### src/rtl/reset_sequencer_pkg.sv
// Shared types and default timing constants for the board reset sequencer.
// Default cycle counts assume a 50 MHz sysclk.
package reset_sequencer_pkg;

   typedef enum logic [1:0] {
      S_POR  = 2'd0,
      S_RUN  = 2'd1,
      S_WARM = 2'd2,
      S_COLD = 2'd3
   } state_e;

   localparam int DEF_NUM_BTN          = 2;
   localparam int DEF_POR_CYCLES       = 65000;
   localparam int DEF_DEBOUNCE_CYCLES  = 500000;
   localparam int DEF_HOLD_CYCLES      = 100000000;
   localparam int DEF_MIN_PULSE_CYCLES = 16;

   // Width of a counter whose largest held value is below `terminal`.
   function automatic int cnt_w(input int terminal);
      return (terminal > 1) ? $clog2(terminal) : 1;
   endfunction

endpackage

### src/rtl/reset_sequencer_if.sv
// Button and reset signal bundle between the board top level and the sequencer.
// The sequencer connects to the slave side; the board connects to the master side.
interface reset_sequencer_if
   import reset_sequencer_pkg::*;
#(
   parameter int NUM_BTN = DEF_NUM_BTN
) ();

   logic [NUM_BTN-1:0] btn;
   logic [NUM_BTN-1:0] btn_db;
   logic [NUM_BTN-1:0] btn_press;
   logic               cold_reset_;
   logic               warm_reset_;
   logic               por_done;

   modport master (
      output btn,
      input  btn_db,
      input  btn_press,
      input  cold_reset_,
      input  warm_reset_,
      input  por_done
   );

   modport slave (
      input  btn,
      output btn_db,
      output btn_press,
      output cold_reset_,
      output warm_reset_,
      output por_done
   );

endinterface

### src/rtl/reset_sequencer_btn_debounce.sv
// One button: 2-flop synchroniser, stable-level debounce and press-edge pulse.
// btn_db_o is normalised so that 1 always means pressed.
module reset_sequencer_btn_debounce
   import reset_sequencer_pkg::*;
#(
   parameter int DEBOUNCE_CYCLES = DEF_DEBOUNCE_CYCLES,
   parameter bit BTN_ACTIVE_LOW  = 1'b1
) (
   input  logic sysclk,
   input  logic sysreset_,
   input  logic btn_raw_i,
   output logic btn_db_o,
   output logic btn_press_o
);

   localparam int               CNT_W  = cnt_w(DEBOUNCE_CYCLES);
   localparam logic [CNT_W-1:0] CNT_TC = CNT_W'(DEBOUNCE_CYCLES - 1);

   logic             meta_q;
   logic             sync_q;
   logic             db_q,    db_d;
   logic             press_q, press_d;
   logic [CNT_W-1:0] cnt_q,   cnt_d;

   always_comb begin
      cnt_d   = cnt_q;
      db_d    = db_q;
      press_d = 1'b0;
      if (sync_q == db_q) begin
         cnt_d = '0;
      end else if (cnt_q == CNT_TC) begin
         db_d    = ~db_q;
         press_d = ~db_q;
         cnt_d   = '0;
      end else begin
         cnt_d = cnt_q + CNT_W'(1);
      end
   end

   // Synchroniser resets to the released level so leaving reset never looks like a press.
   always_ff @(posedge sysclk) begin
      if (!sysreset_) begin
         meta_q  <= 1'b0;
         sync_q  <= 1'b0;
         db_q    <= 1'b0;
         press_q <= 1'b0;
         cnt_q   <= '0;
      end else begin
         meta_q  <= btn_raw_i ^ BTN_ACTIVE_LOW;
         sync_q  <= meta_q;
         db_q    <= db_d;
         press_q <= press_d;
         cnt_q   <= cnt_d;
      end
   end

   assign btn_db_o    = db_q;
   assign btn_press_o = press_q;

endmodule

### src/rtl/reset_sequencer.sv
// Board reset sequencer: power-on delay, debounced buttons, cold/warm reset with
// minimum width, and long-press escalation of warm to cold.
//
// state  | meaning
// S_POR  | power-on hold, both resets asserted, presses ignored
// S_RUN  | normal operation, both resets released
// S_WARM | warm reset asserted, waiting for min width and warm button release
// S_COLD | cold and warm asserted, waiting for min width and all buttons released
module reset_sequencer
   import reset_sequencer_pkg::*;
#(
   parameter int NUM_BTN          = DEF_NUM_BTN,
   parameter bit BTN_ACTIVE_LOW   = 1'b1,
   parameter int POR_CYCLES       = DEF_POR_CYCLES,
   parameter int DEBOUNCE_CYCLES  = DEF_DEBOUNCE_CYCLES,
   parameter int HOLD_CYCLES      = DEF_HOLD_CYCLES,
   parameter int MIN_PULSE_CYCLES = DEF_MIN_PULSE_CYCLES
) (
   input  logic             sysclk,
   input  logic             sysreset_,
   reset_sequencer_if.slave bus
);

   localparam int POR_W   = cnt_w(POR_CYCLES);
   localparam int PULSE_W = cnt_w(MIN_PULSE_CYCLES);
   localparam int HOLD_W  = cnt_w(HOLD_CYCLES);

   localparam logic [POR_W-1:0]   POR_TC   = POR_W'(POR_CYCLES - 1);
   localparam logic [PULSE_W-1:0] PULSE_TC = PULSE_W'(MIN_PULSE_CYCLES - 1);
   // The warm button was already debounced-high in the press cycle and the entry
   // cycle, so the hold counter stops two short of HOLD_CYCLES.
   localparam logic [HOLD_W-1:0]  HOLD_TC  = HOLD_W'(HOLD_CYCLES - 2);

   logic [NUM_BTN-1:0] db;
   logic [NUM_BTN-1:0] press;

   for (genvar i = 0; i < NUM_BTN; i++) begin : g_btn
      reset_sequencer_btn_debounce #(
         .DEBOUNCE_CYCLES (DEBOUNCE_CYCLES),
         .BTN_ACTIVE_LOW  (BTN_ACTIVE_LOW)
      ) u_debounce (
         .sysclk      (sysclk),
         .sysreset_   (sysreset_),
         .btn_raw_i   (bus.btn[i]),
         .btn_db_o    (db[i]),
         .btn_press_o (press[i])
      );
   end

   state_e             state_q,    state_d;
   logic [POR_W-1:0]   por_cnt_q,  por_cnt_d;
   logic [PULSE_W-1:0] pulse_q,    pulse_d;
   logic [HOLD_W-1:0]  hold_q,     hold_d;
   logic               cold_q,     cold_d;
   logic               warm_q,     warm_d;
   logic               por_done_q, por_done_d;
   logic               pulse_done;

   always_comb begin
      state_d    = state_q;
      por_cnt_d  = por_cnt_q;
      pulse_d    = pulse_q;
      hold_d     = hold_q;
      pulse_done = (pulse_q == PULSE_TC);

      case (state_q)
         S_POR: begin
            if (por_cnt_q == POR_TC) begin
               state_d = S_RUN;
            end else begin
               por_cnt_d = por_cnt_q + POR_W'(1);
            end
         end
         S_RUN: begin
            if (press[0]) begin
               state_d = S_COLD;
            end else if (press[1]) begin
               state_d = S_WARM;
            end
         end
         S_WARM: begin
            if (press[0] || (db[1] && hold_q == HOLD_TC)) begin
               state_d = S_COLD;
            end else if (pulse_done && !db[1]) begin
               state_d = S_RUN;
            end else begin
               if (!pulse_done) begin
                  pulse_d = pulse_q + PULSE_W'(1);
               end
               if (db[1]) begin
                  hold_d = hold_q + HOLD_W'(1);
               end
            end
         end
         S_COLD: begin
            if (pulse_done && !db[0] && !db[1]) begin
               state_d = S_RUN;
            end else if (!pulse_done) begin
               pulse_d = pulse_q + PULSE_W'(1);
            end
         end
         default: begin
            state_d = S_POR;
         end
      endcase

      if (state_d != state_q && (state_d == S_WARM || state_d == S_COLD)) begin
         pulse_d = '0;
         hold_d  = '0;
      end

      // Outputs are registered from the next state so they change one edge after the cause.
      cold_d     = !(state_d == S_POR || state_d == S_COLD);
      warm_d     = (state_d == S_RUN);
      por_done_d = por_done_q || (state_d != S_POR);
   end

   always_ff @(posedge sysclk) begin
      if (!sysreset_) begin
         state_q    <= S_POR;
         por_cnt_q  <= '0;
         pulse_q    <= '0;
         hold_q     <= '0;
         cold_q     <= 1'b0;
         warm_q     <= 1'b0;
         por_done_q <= 1'b0;
      end else begin
         state_q    <= state_d;
         por_cnt_q  <= por_cnt_d;
         pulse_q    <= pulse_d;
         hold_q     <= hold_d;
         cold_q     <= cold_d;
         warm_q     <= warm_d;
         por_done_q <= por_done_d;
      end
   end

   assign bus.btn_db      = db;
   assign bus.btn_press   = press;
   assign bus.cold_reset_ = cold_q;
   assign bus.warm_reset_ = warm_q;
   assign bus.por_done    = por_done_q;

endmodule
### src/flat_wrapper.sv
// flat-port wrapper written by rule: the top's interface ports become plain ports
module reset_sequencer_flat import reset_sequencer_pkg::*;
#(
   parameter int NUM_BTN          = DEF_NUM_BTN,
   parameter bit BTN_ACTIVE_LOW   = 1'b1,
   parameter int POR_CYCLES       = DEF_POR_CYCLES,
   parameter int DEBOUNCE_CYCLES  = DEF_DEBOUNCE_CYCLES,
   parameter int HOLD_CYCLES      = DEF_HOLD_CYCLES,
   parameter int MIN_PULSE_CYCLES = DEF_MIN_PULSE_CYCLES
)
  (sysclk, sysreset_, bus_btn, bus_btn_db, bus_btn_press, bus_cold_reset_, bus_warm_reset_, bus_por_done);
  reset_sequencer_if #(.NUM_BTN(NUM_BTN)) bus_i ();
  input  logic sysclk;
  input  logic sysreset_;
  input wire logic [$bits(bus_i.btn)-1:0] bus_btn;
  output wire logic [$bits(bus_i.btn_db)-1:0] bus_btn_db;
  output wire logic [$bits(bus_i.btn_press)-1:0] bus_btn_press;
  output wire logic [$bits(bus_i.cold_reset_)-1:0] bus_cold_reset_;
  output wire logic [$bits(bus_i.warm_reset_)-1:0] bus_warm_reset_;
  output wire logic [$bits(bus_i.por_done)-1:0] bus_por_done;
  assign bus_i.btn = bus_btn;
  assign bus_btn_db = bus_i.btn_db;
  assign bus_btn_press = bus_i.btn_press;
  assign bus_cold_reset_ = bus_i.cold_reset_;
  assign bus_warm_reset_ = bus_i.warm_reset_;
  assign bus_por_done = bus_i.por_done;
  reset_sequencer #(.NUM_BTN(NUM_BTN), .BTN_ACTIVE_LOW(BTN_ACTIVE_LOW), .POR_CYCLES(POR_CYCLES), .DEBOUNCE_CYCLES(DEBOUNCE_CYCLES), .HOLD_CYCLES(HOLD_CYCLES), .MIN_PULSE_CYCLES(MIN_PULSE_CYCLES)) u_core (.sysclk(sysclk), .sysreset_(sysreset_), .bus(bus_i));
endmodule
### config.mk
export PLATFORM = sky130hd
export DESIGN_NAME = reset_sequencer_flat
export DESIGN_NICKNAME = d
export VERILOG_FILES = /design/src/rtl/reset_sequencer_pkg.sv /design/src/rtl/reset_sequencer_if.sv /design/src/rtl/reset_sequencer_btn_debounce.sv /design/src/rtl/reset_sequencer.sv /design/src/flat_wrapper.sv
export SDC_FILE = /design/constraint.sdc
export NUM_CORES = 1
export LEC_CHECK = 0
export CAP_MARGIN = 20
export CORE_ASPECT_RATIO = 0.6
export CORE_MARGIN = 2
export CORE_UTILIZATION = 65
export CTS_CLUSTER_DIAMETER = 100
export DETAILED_ROUTE_END_ITERATION = 16
export GPL_ROUTABILITY_DRIVEN = 0
export PLACE_DENSITY = 0.83
export SKIP_CTS_REPAIR_TIMING = 1
export SYNTH_ARGS = -nofsm -noshare
export SYNTH_HDL_FRONTEND = slang
export SYNTH_SLANG_ARGS = --single-unit
### constraint.sdc
create_clock -name sysclk -period 7.1 [get_ports sysclk]
set_input_delay 1.42 -clock sysclk [delete_from_list [all_inputs] [get_ports sysclk]]
set_output_delay 1.42 -clock sysclk [all_outputs]
set_load 0.03 [all_outputs]
Word-level counts from Yosys, hierarchy flattened
Cells that the tools add are included.
{"block": "op_classes", "bitwise_logic": 12, "add_sub_neg": 5, "n_mul": 0, "mux": 12, "n_reduce_logical": 26, "shifts": 0, "div_mod_pow": 0, "eq_ne": 17, "order_cmp": 0}
{"cell": "$add A19 B1 Y19 const B", "n": 2}
{"cell": "$eq A19 B19 Y1 const B", "n": 2}
{"cell": "$add A27 B1 Y27 const B", "n": 1}
{"cell": "$eq A27 B27 Y1 const B", "n": 1}
{"cell": "$add A16 B1 Y16 const B", "n": 1}
{"cell": "$eq A16 B16 Y1 const B", "n": 1}
{"cell": "$mux W4", "n": 4}
{"cell": "$mux W2", "n": 6}
{"cell": "$not A1 Y1", "n": 12}
{"cell": "$reduce_or A3 Y1", "n": 4}
{"cell": "$eq A2 B2 Y1 const B", "n": 4}
{"cell": "$pmux W2 S4", "n": 1}
{"cell": "$pmux W4 S2", "n": 1}
{"cell": "$reduce_and A4 Y1", "n": 2}
{"cell": "$ne A2 B2 Y1 const B", "n": 3}
{"cell": "$reduce_and A2 Y1", "n": 3}
{"cell": "$logic_and A1 B1 Y1", "n": 5}
{"cell": "$add A4 B1 Y4 const B", "n": 1}
{"cell": "$eq A2 B1 Y1 const B", "n": 2}
{"cell": "$eq A4 B4 Y1 const B", "n": 1}
{"cell": "$logic_not A2 Y1", "n": 2}
{"cell": "$logic_or A1 B1 Y1", "n": 4}
{"cell": "$reduce_bool A2 Y1", "n": 2}
{"cell": "$logic_not A1 Y1", "n": 3}
{"cell": "other kinds (3)", "n": 4}
{"block": "word_totals", "wordCells": 89, "latch_bits": 0, "ram_bits": 0, "memories": 0, "in_bits": 4, "out_inout_bits": 7, "reg_bits": 98, "rom_bits": 0}

Longest topological paths before layout
Gate-level depths: netlist of the first run.
{"block": "logic_depth", "depth_word": 9, "depth_mapped": 13, "ltp_nobuf": 12}

Modules after synthesis
Synthesis of the first run repeated with hierarchy kept, for this count alone.
{"block": "hier_totals", "hier_cells": 519, "area_unflattened_um2": 4652.0}
{"module": "reset_sequencer", "area_each_um2": 2555.0, "cells_each": 289, "instances": 1, "seq_area_each_um2": 1041.0}
{"module": "reset_sequencer_btn_debounce", "area_each_um2": 1048.5, "cells_each": 115, "instances": 2, "seq_area_each_um2": 460.4}

Worst setup path after synthesis of the first run
No wires, ideal clock.
{"block": "synth_timing", "path_type": "reg2reg", "startpoint": "register u_core.hold_q[0]", "endpoint": "register u_core.hold_q[1]", "n_path_buf": 1, "t_arrival_ps": 2997, "period_less_slack_ps": 3083, "t_required_ps": 7014, "setup_slack_ps": 4017, "setup_time_ps": 86, "path_stages_with_launch": 14, "cell_sequence": "dfxtp_1 > inv_1 > ha_1 > or4b_1 > nor4_1 > a21oi_1 > a311oi_2 > inv_1 > ha_1 > nor3_1 > nor3_1 > o2bb2ai_2 > buf_6 > a211oi_1"}
{"block": "synth_via", "elab_chain_len": 9, "elab_cells_between_ends": 14}
{"element": "from (decl)", "line_no": "reset_sequencer.sv:53", "text": "logic [HOLD_W-1:0] hold_q, hold_d;"}
{"element": "from (signal assigned)", "line_no": "reset_sequencer.sv:131", "text": "hold_q <= hold_d;"}
{"element": "$eq A27 B27 Y1 (*)", "line_no": "reset_sequencer.sv:82", "text": "if (press[0] || (db[1] && hold_q == HOLD_TC)) begin"}
{"element": "$logic_and A1 B1 Y1 (*)", "line_no": "reset_sequencer.sv:82"}
{"element": "$logic_or A1 B1 Y1 (*)", "line_no": "reset_sequencer.sv:82"}
{"element": "$mux W2 (*)", "line_no": "reset_sequencer.sv:82"}
{"element": "$pmux W2 S4 (*)", "line_no": "reset_sequencer.sv:66", "text": "case (state_q)"}
{"element": "named net u_core.state_d[0]", "line_no": "reset_sequencer.sv:50", "text": "state_e state_q, state_d;"}
{"element": "$eq A2 B2 Y1", "line_no": "reset_sequencer.sv:107", "text": "if (state_d != state_q && (state_d == S_WARM || state_d == S_COLD)) begin"}
{"element": "$logic_or A1 B1 Y1", "line_no": "reset_sequencer.sv:107"}
{"element": "$logic_and A1 B1 Y1 (*)", "line_no": "reset_sequencer.sv:107"}
{"element": "$reduce_or A2 Y1 (no line) (*)"}
Mark *: on every way through the listed nets, which the timed path passes. The rest lies on a longest branch.
A chain may end at the register's enable or synchronous reset.

Final worst setup path of the first run
{"block": "layout_timing", "startpoint": "register u_core.hold_q[1]", "endpoint": "register u_core.hold_q[11]"}
Same word-level chain as after synthesis.

==> summary.txt, run 1 <==
Synthesis
  • Synth async-reset ratio: 0%
  • Most used DFF post-synth: dfxtp_1
  • Post-Syn Instances: 534
  • Post-synth top area cell: dfxtp_1
  • Yosys reg bits: 98
  • Ys Warns: 0
  • Seq/Total Area, Yosys: 41.7%
  • Post-synth EDFFs: 0
  • Syn_area_per_cell: 8.81 sq um
  • Synth top area share: 41.7%
  • Syn Nets: 548
  • Netlist cell types: 55
  • Area of the mapped netlist: 4700 sq um
  • Xor and xnor area share after synthesis: 12.3%
  • Largest family of logic cells by synthesized area: simple AND/OR/NAND/NOR gates
  • Post-synthesis simple-gate area fraction: 28.0%
  • Mux share of post-synthesis cell area: 0.426%
  • Synth area leaders: dfxtp_1, nor2_1, xor2_1
  • Area fraction in compound gates after synthesis: 9.87%
  • Post-Synth Adder-Cell Area: 2.66%

Pwr
  • Sw frac: 20.4%
  • Clock share of power: 45.3%
  • Flop pwr share: 53.3%
  • Pwr/cell area: 206 nW/um^2
  • LEAKAGE: 1.66 nW
  • Sw Pwr: 0.212 mW
  • P_int: 0.829 mW
  • Design Power: 1.04 mW
  • Combinational power share: 1.4%
  • Max VDD drop: 0.140 mV

Timing
  • Final setup viols: 0
  • Final hold vios: 0
  • Tmin final: 3.75 ns
  • Achievable Freq: 266 MHz
  • RSZ-0062 raised after global routing: no
  • Tcrit/Tclk final: 52.9%
  • Setup TNS Final: 0 ns
  • Clk_skew: 0.00556 ns
  • Slew headroom: 47.6%
  • Tightest Pin Transition: 0.787 ns
  • Final Max Tran Viols: 0

Route
  • Antenna Nets Post-Route: 0
  • Routed WL: 9.60 mm
  • DR vias: 3808
  • Met1 WL: 4.69 mm
  • Met2 WL: 4.13 mm
  • Via density: 6.09
  • Initial DRC count: 357
  • Average wire per standard cell: 15.4 um
  • Highest Signal Layer: met4
  • Routed wire length on met3: 592 um
  • DR pass1 iterations: 6
  • DRC: 0

Cells and area
  • Share of layout cells above drive strength 1: 5.39%
  • Multi-input logic area: 2510 sq um
  • Register area: 1960 sq um
  • Final non-filler cell area: 5050 sq um
  • Fillers: 518
  • Diodes inserted: 0
  • Util after Layout: 73.7%
  • Layout overhead on the synthesized area: 7.29%
  • Final net count: 547

GRT
  • Gr usage total: 26.2%
  • Vias in the first global route: 3607
  • Initial antenna violation count: 0
  • Largest net degree at the start of global routing: 32
  • Grt ovf: 0
  • First-pass GRT wire length: 16.7 mm

Clocking
  • Clock Sink Count: 98
  • Clk root buf: clkbuf_16
  • CTS tree: yes
  • H-tree depth: 3
  • Worst skew pair latency: 0.34 ns
  • Clock buffer depth: 2
  • Total CTS buffers: 9
  • Reg clk slew, reported paths: 0.06 ns

Floorplanning
  • Die H: 69.9 um
  • Core box area: 6850 sq um
  • Die W: 114 um
  • Die Area: 7960 sq um
  • Row count: 23
  • Initial Util: 68.7%
  • Io pins: 11

Setup path
  • CP Capture Type: register
  • Worst path cell trace: ha_1 > or4b_1 > nor4_1 > a21oi_1 > a311oi_2 > inv_1 > ha_1 > nor3_1 > nor3_1 > o2bb2ai_2 > buf_4 > o21ba_2
  • Worst setup SP type: register
  • Critical path data required time: 7.39 ns
  • CP max stage cell: a311oi_2
  • Data arrival, critical path: 4.05 ns
  • Crit Path Category: register to register
  • CP startpoint: u_core.hold_q[1]$_SDFFE_PP0P_
  • Crit Path Max Fanout: 31
  • Reg2reg start: u_core.hold_q[1]$_SDFFE_PP0P_
  • Max stage delay on crit path: 0.49 ns

Job
  • Max_cap viols: 0

Placed design
  • Port Buffers: 10
  • Detailed placer's ending HPWL: 6.81 mm
  • Dpl cell area: 4760 sq um

Worst hold path
  • Hold path startpoint: u_core.bus.por_done$_SDFF_PN0_
  • Min-Delay Path Class: register to register

Run status
  • Status: completed
power by group through the flow:
stage                     clock network (mW)  registers (mW)  logic, mW
after floorplan                            0           0.567     0.0122
after global placement                     0           0.567     0.0143
after detailed placement                   0           0.567     0.0149
after CTS                              0.483           0.555     0.0151
after global routing                   0.502           0.555     0.0169
final                                  0.472           0.555     0.0151
critical path, delay by kind of cell (launching register included):
family                   cells  cell delay, ns
AO/OA/AOI/OAI                4            1.17
adder cells (fa/ha/maj)      2            0.42
buffers and inverters        2            0.36
flip-flops                   1            0.41
AND/OR/NAND/NOR              4            1.33
sequential cells by signal (all words and copies together) (netlist names):
signal	cells
u_core.g_btn.u_debounce.sync_q	2
u_core.state_q	2
u_core.bus.por_done	1
u_core.por_cnt_q	16
u_core.g_btn.u_debounce.meta_q	2
u_core.pulse_q	4
u_core.bus.warm_reset_	1
u_core.hold_q	27
u_core.bus.cold_reset_	1
u_core.g_btn.u_debounce.btn_db_o	2
u_core.g_btn.u_debounce.btn_press_o	2
u_core.g_btn.u_debounce.cnt_q	38
Yosys cell counts, types with 11 or more instances:
| cell type | number |
|---|---|
| dfxtp_1 | 98 |
| nor2_1 | 90 |
| xor2_1 | 35 |
| nand3_1 | 32 |
| xnor2_1 | 31 |
| nand2_1 | 27 |
| inv_1 | 18 |
| a21oi_1 | 17 |
| nand4_1 | 15 |
| nor3_1 | 15 |
| and3_1 | 14 |
| nor4_1 | 12 |
| or3_1 | 11 |
metal layers:
| layer | GRT usage, % | up-vias |
|---|---|---|
| met1 | 37.4 | 1783 |
| met2 | 38.0 | 121 |
| met3 | 6.86 | 21 |
| met5 | 0 | - |
| met4 | 10.2 | 0 |
| li1 | - | 1883 |
path summary, 6_finish.rpt:
kind / slack (ns) / cells after the start / endpoint
worst max-delay path: 3.35 / 12 / u_core.hold_q[11]$_SDFFE_PP0P_
worst min-delay path: 0.45 / 2 / u_core.bus.por_done$_SDFF_PN0_
worst max register to register: 3.35 / 12 / u_core.hold_q[11]$_SDFFE_PP0P_
worst min register to register: 0.45 / 2 / u_core.bus.por_done$_SDFF_PN0_
cells in the final DEF, fill, tap and decap left out, types with 4 or more instances in the layout:
| cell | n |
|---|---|
| a211oi_1 | 4 |
| a21oi_1 | 17 |
| and2_1 | 6 |
| and3_1 | 14 |
| and4_1 | 4 |
| clkbuf_16 | 9 |
| clkdlybuf4s50_1 | 10 |
| dfxtp_1 | 98 |
| ha_1 | 10 |
| inv_1 | 18 |
| nand2_1 | 27 |
| nand3_1 | 32 |
| nand4_1 | 15 |
| nor2_1 | 90 |
| nor3_1 | 15 |
| nor4_1 | 12 |
| nor4b_1 | 5 |
| o2111ai_1 | 10 |
| o211ai_1 | 6 |
| o21ai_0 | 9 |
| or3_1 | 11 |
| or4_1 | 5 |
| xnor2_1 | 31 |
| xor2_1 | 35 |
stage by stage:
| stage | setup WS, ns | hold slack, ns | std cells |
|---|---|---|---|
| 2_1_floorplan | 4.02 | 0.412 | 534 |
| 5_1_grt | 3.11 | 0.477 | 625 |
| 4_1_cts | 3.37 | 0.459 | 625 |
| 6_report | 3.35 | 0.451 | 625 |
| 3_3_place_gp | 3.38 | 0.440 | 609 |
| 3_5_place_dp | 3.33 | 0.443 | 609 |
kinds of logic (layout without fill, tap and decap cells):
family | count (synthesis) | count (layout)
flip-flops | 98 | 98
XOR/XNOR | 66 | 66
buffers and inverters | 42 | 46
AND/OR/NAND/NOR | 252 | 252
multiplexers | 2 | 2
adder cells (fa/ha/maj) | 10 | 10
AO/OA/AOI/OAI | 64 | 64
cell type report:
class | instances | share of cell area (%)
Multi-Input combinational cell | 394 | 49.7
Clock buffer | 11 | 4.61
Inverter | 18 | 1.34
Tap cell | 87 | 2.16
Clock inverter | 5 | 1.09
Timing Repair Buffer | 12 | 2.28
Sequential cell | 98 | 38.9
No activity file was read; power rests on OpenSTA's default activity.
==> run 2, diff against run 1 <==
--- a/config.mk
+++ b/config.mk
@@ -8,11 +8,11 @@
 export CAP_MARGIN = 20
 export CORE_ASPECT_RATIO = 0.6
 export CORE_MARGIN = 2
-export CORE_UTILIZATION = 65
+export CORE_UTILIZATION = 56
 export CTS_CLUSTER_DIAMETER = 100
 export DETAILED_ROUTE_END_ITERATION = 16
 export GPL_ROUTABILITY_DRIVEN = 0
-export PLACE_DENSITY = 0.83
+export PLACE_DENSITY = 0.76
 export SKIP_CTS_REPAIR_TIMING = 1
 export SYNTH_ARGS = -nofsm -noshare
 export SYNTH_HDL_FRONTEND = slang
==> constraint.sdc (replaced) <==
create_clock -name sysclk -period 3 [get_ports sysclk]
set_input_delay 0.6 -clock sysclk [delete_from_list [all_inputs] [get_ports sysclk]]
set_output_delay 0.6 -clock sysclk [all_outputs]
set_load 0.03 [all_outputs]
==> run 2 against run 1 <==
Against the previous run: utilization fell by 6.7 points; setup slack got worse by 3.3 ns; critical path depth fell by 1; combinational power rose to 3.3 times the previous value; design area rose by 6.3%; highest routed layer unchanged; sequential power rose by 140%; clock skew fell by 0.00068 ns; critical path type unchanged; worst hold slack got worse by 0.0055 ns; die area rose by 15%; cell count rose by 7.7%; register-to-register slack got worse by 3.3 ns.
==> summary.txt, run 2 (synthesis results as in run 1) <==
Timing
  • Clk_skew: 0.00488 ns
  • Slew headroom: 50.4%
  • Final worst slack: 0.0808 ns
  • Achievable Freq: 343 MHz
  • Final Max Tran Viols: 0
  • Hold slack: 0.446 ns
  • Tcrit/Tclk final: 97.3%
  • Final setup viols: 0
  • Tightest Pin Transition: 0.742 ns
  • Final hold vios: 0
  • Tmin final: 2.92 ns

Route
  • Via density: 5.72
  • Average wire per standard cell: 15.1 um
  • Routed wire length on met3: 565 um
  • DR vias: 3850
  • Met2 WL: 4.38 mm
  • DR pass1 iterations: 5
  • Routed WL: 10.2 mm
  • Met1 WL: 5.10 mm
  • Antenna Nets Post-Route: 0
  • DRC: 0
  • Initial DRC count: 293
  • Highest Signal Layer: met4

Pwr
  • Flop pwr share: 53.2%
  • Clock share of power: 44.8%
  • Sw Pwr: 0.530 mW
  • Sw frac: 21.5%
  • LEAKAGE: 1.84 nW
  • Design Power: 2.47 mW
  • Combinational power share: 2.0%
  • P_int: 1.94 mW
  • Max VDD drop: 0.256 mV
  • Pwr/cell area: 460 nW/um^2

Setup path
  • Data arrival, critical path: 3.18 ns
  • Worst path cell trace: or4b_4 > nor4_4 > a21oi_2 > a311oi_2 > inv_1 > ha_2 > nor3_4 > nor3_4 > o2bb2ai_4 > buf_4 > a21oi_1
  • CP Capture Type: register
  • Crit path top cell by count: nor3_4
  • Crit Path Category: register to register
  • Worst path bufs/invs: 2
  • CP max stage cell: or4b_4
  • Worst setup SP type: register
  • CP top delay family: simple AND/OR/NAND/NOR gates
  • Max stage delay on crit path: 0.55 ns
  • Critical path data required time: 3.26 ns
  • Crit Path Max Fanout: 5

GRT
  • Vias in the first global route: 3496
  • Initial antenna violation count: 0
  • First-pass GRT wire length: 16.7 mm
  • Gr usage total: 23.4%
  • Grt ovf: 0
  • Largest net degree at the start of global routing: 20

Cells and area
  • Most frequent cells in the layout: dfxtp_1, nor2_1, xor2_1, nand3_1, xnor2_1
  • Layout overhead on the synthesized area: 14.0%
  • Final net count: 574
  • Finished Layout Cells: 673
  • Final non-filler cell area: 5370 sq um
  • Diodes inserted: 0
  • Share of layout cells above drive strength 1: 11.7%
  • Reg with most FFs: u_core.g_btn.u_debounce.cnt_q
  • Top Registers: u_core.g_btn.u_debounce.cnt_q x38, u_core.hold_q x27, u_core.por_cnt_q x16
  • Max reg flops: 38
  • Most common cell after layout, fill and taps aside: dfxtp_1

Placed design
  • Dpl cell area: 4990 sq um
  • Placed cells: 656
  • Port Buffers: 10
  • Detailed placer's ending HPWL: 7.13 mm
  • Dpl ws: -0.0623 ns

Floorplanning
  • Initial Util: 58.7%
  • Die W: 122 um
  • Row count: 25
  • Die Area: 9170 sq um
  • Core box area: 8010 sq um
  • Io pins: 11
  • Die H: 75.0 um

Clocking
  • Clk root buf: clkbuf_16
  • Total CTS buffers: 9
  • Reg clk slew, reported paths: 0.07 ns
  • Worst skew pair latency: 0.34 ns
  • Clock Sink Count: 98
  • H-tree depth: 3
  • Clock buffer depth: 2
  • CTS tree: yes

Worst hold path
  • Min-Delay Path Class: register to register

Job
  • Max_cap viols: 0

Run status
  • Status: completed
[run 2: power by group through the flow]
stage	Sequential [mW]	Clock (mW)	Combinational, mW
2_1_floorplan	1.34	0	0.0289
3_3_place_gp	1.34	0	0.0413
3_5_place_dp	1.34	0	0.0435
4_1_cts	1.31	1.13	0.0441
5_1_grt	1.31	1.18	0.0545
6_report	1.31	1.11	0.0496
[run 2: layout make-up]
| class | instances | area [sq um] |
|---|---|---|
| fill | 680 | 2640 |
| timing repair buffer | 38 | 322 |
| clock buffer | 11 | 253 |
| multi-input combinational | 395 | 2590 |
| clock inverter | 5 | 37.5 |
| inverter | 18 | 67.6 |
| tap | 108 | 135 |
| sequential | 98 | 1960 |
[run 2: layer usage]
| metal | vias to the layer above | track usage [%] |
|---|---|---|
| li1 | 1935 | - |
| met3 | 12 | 5.76 |
| met4 | 0 | 7.66 |
| met2 | 108 | 36.2 |
| met1 | 1795 | 32.5 |
| met5 | - | 0 |
[run 2: path summary, 6_finish.rpt]
path / start / end / slack, ns / cells after the start
max reg2reg: u_core.hold_q[19]$_SDFFE_PP0P_ / u_core.pulse_q[3]$_SDFFE_PP0P_ / 0.08 / 11
min reg2reg: u_core.bus.por_done$_SDFF_PN0_ / u_core.bus.por_done$_SDFF_PN0_ / 0.45 / 2
min: u_core.bus.por_done$_SDFF_PN0_ / u_core.bus.por_done$_SDFF_PN0_ / 0.45 / 2
max: u_core.hold_q[19]$_SDFFE_PP0P_ / u_core.pulse_q[3]$_SDFFE_PP0P_ / 0.08 / 11
[run 2: worst min-delay path: stages, from the launching register on]
cell,delay (ns)
dfxtp_1,0.31
inv_1,0.04
a21oi_1,0.05
[run 2: stage by stage]
| step | utilization [%] | TNS [ns] |
|---|---|---|
| after floorplan | - | 0 |
| after detailed placement | 62.3 | -0.221 |
| final | 67.0 | 0 |
| after global placement | 62.3 | 0 |
| after CTS | 65.9 | -1.11 |
| after global routing | 67.0 | -0.0482 |
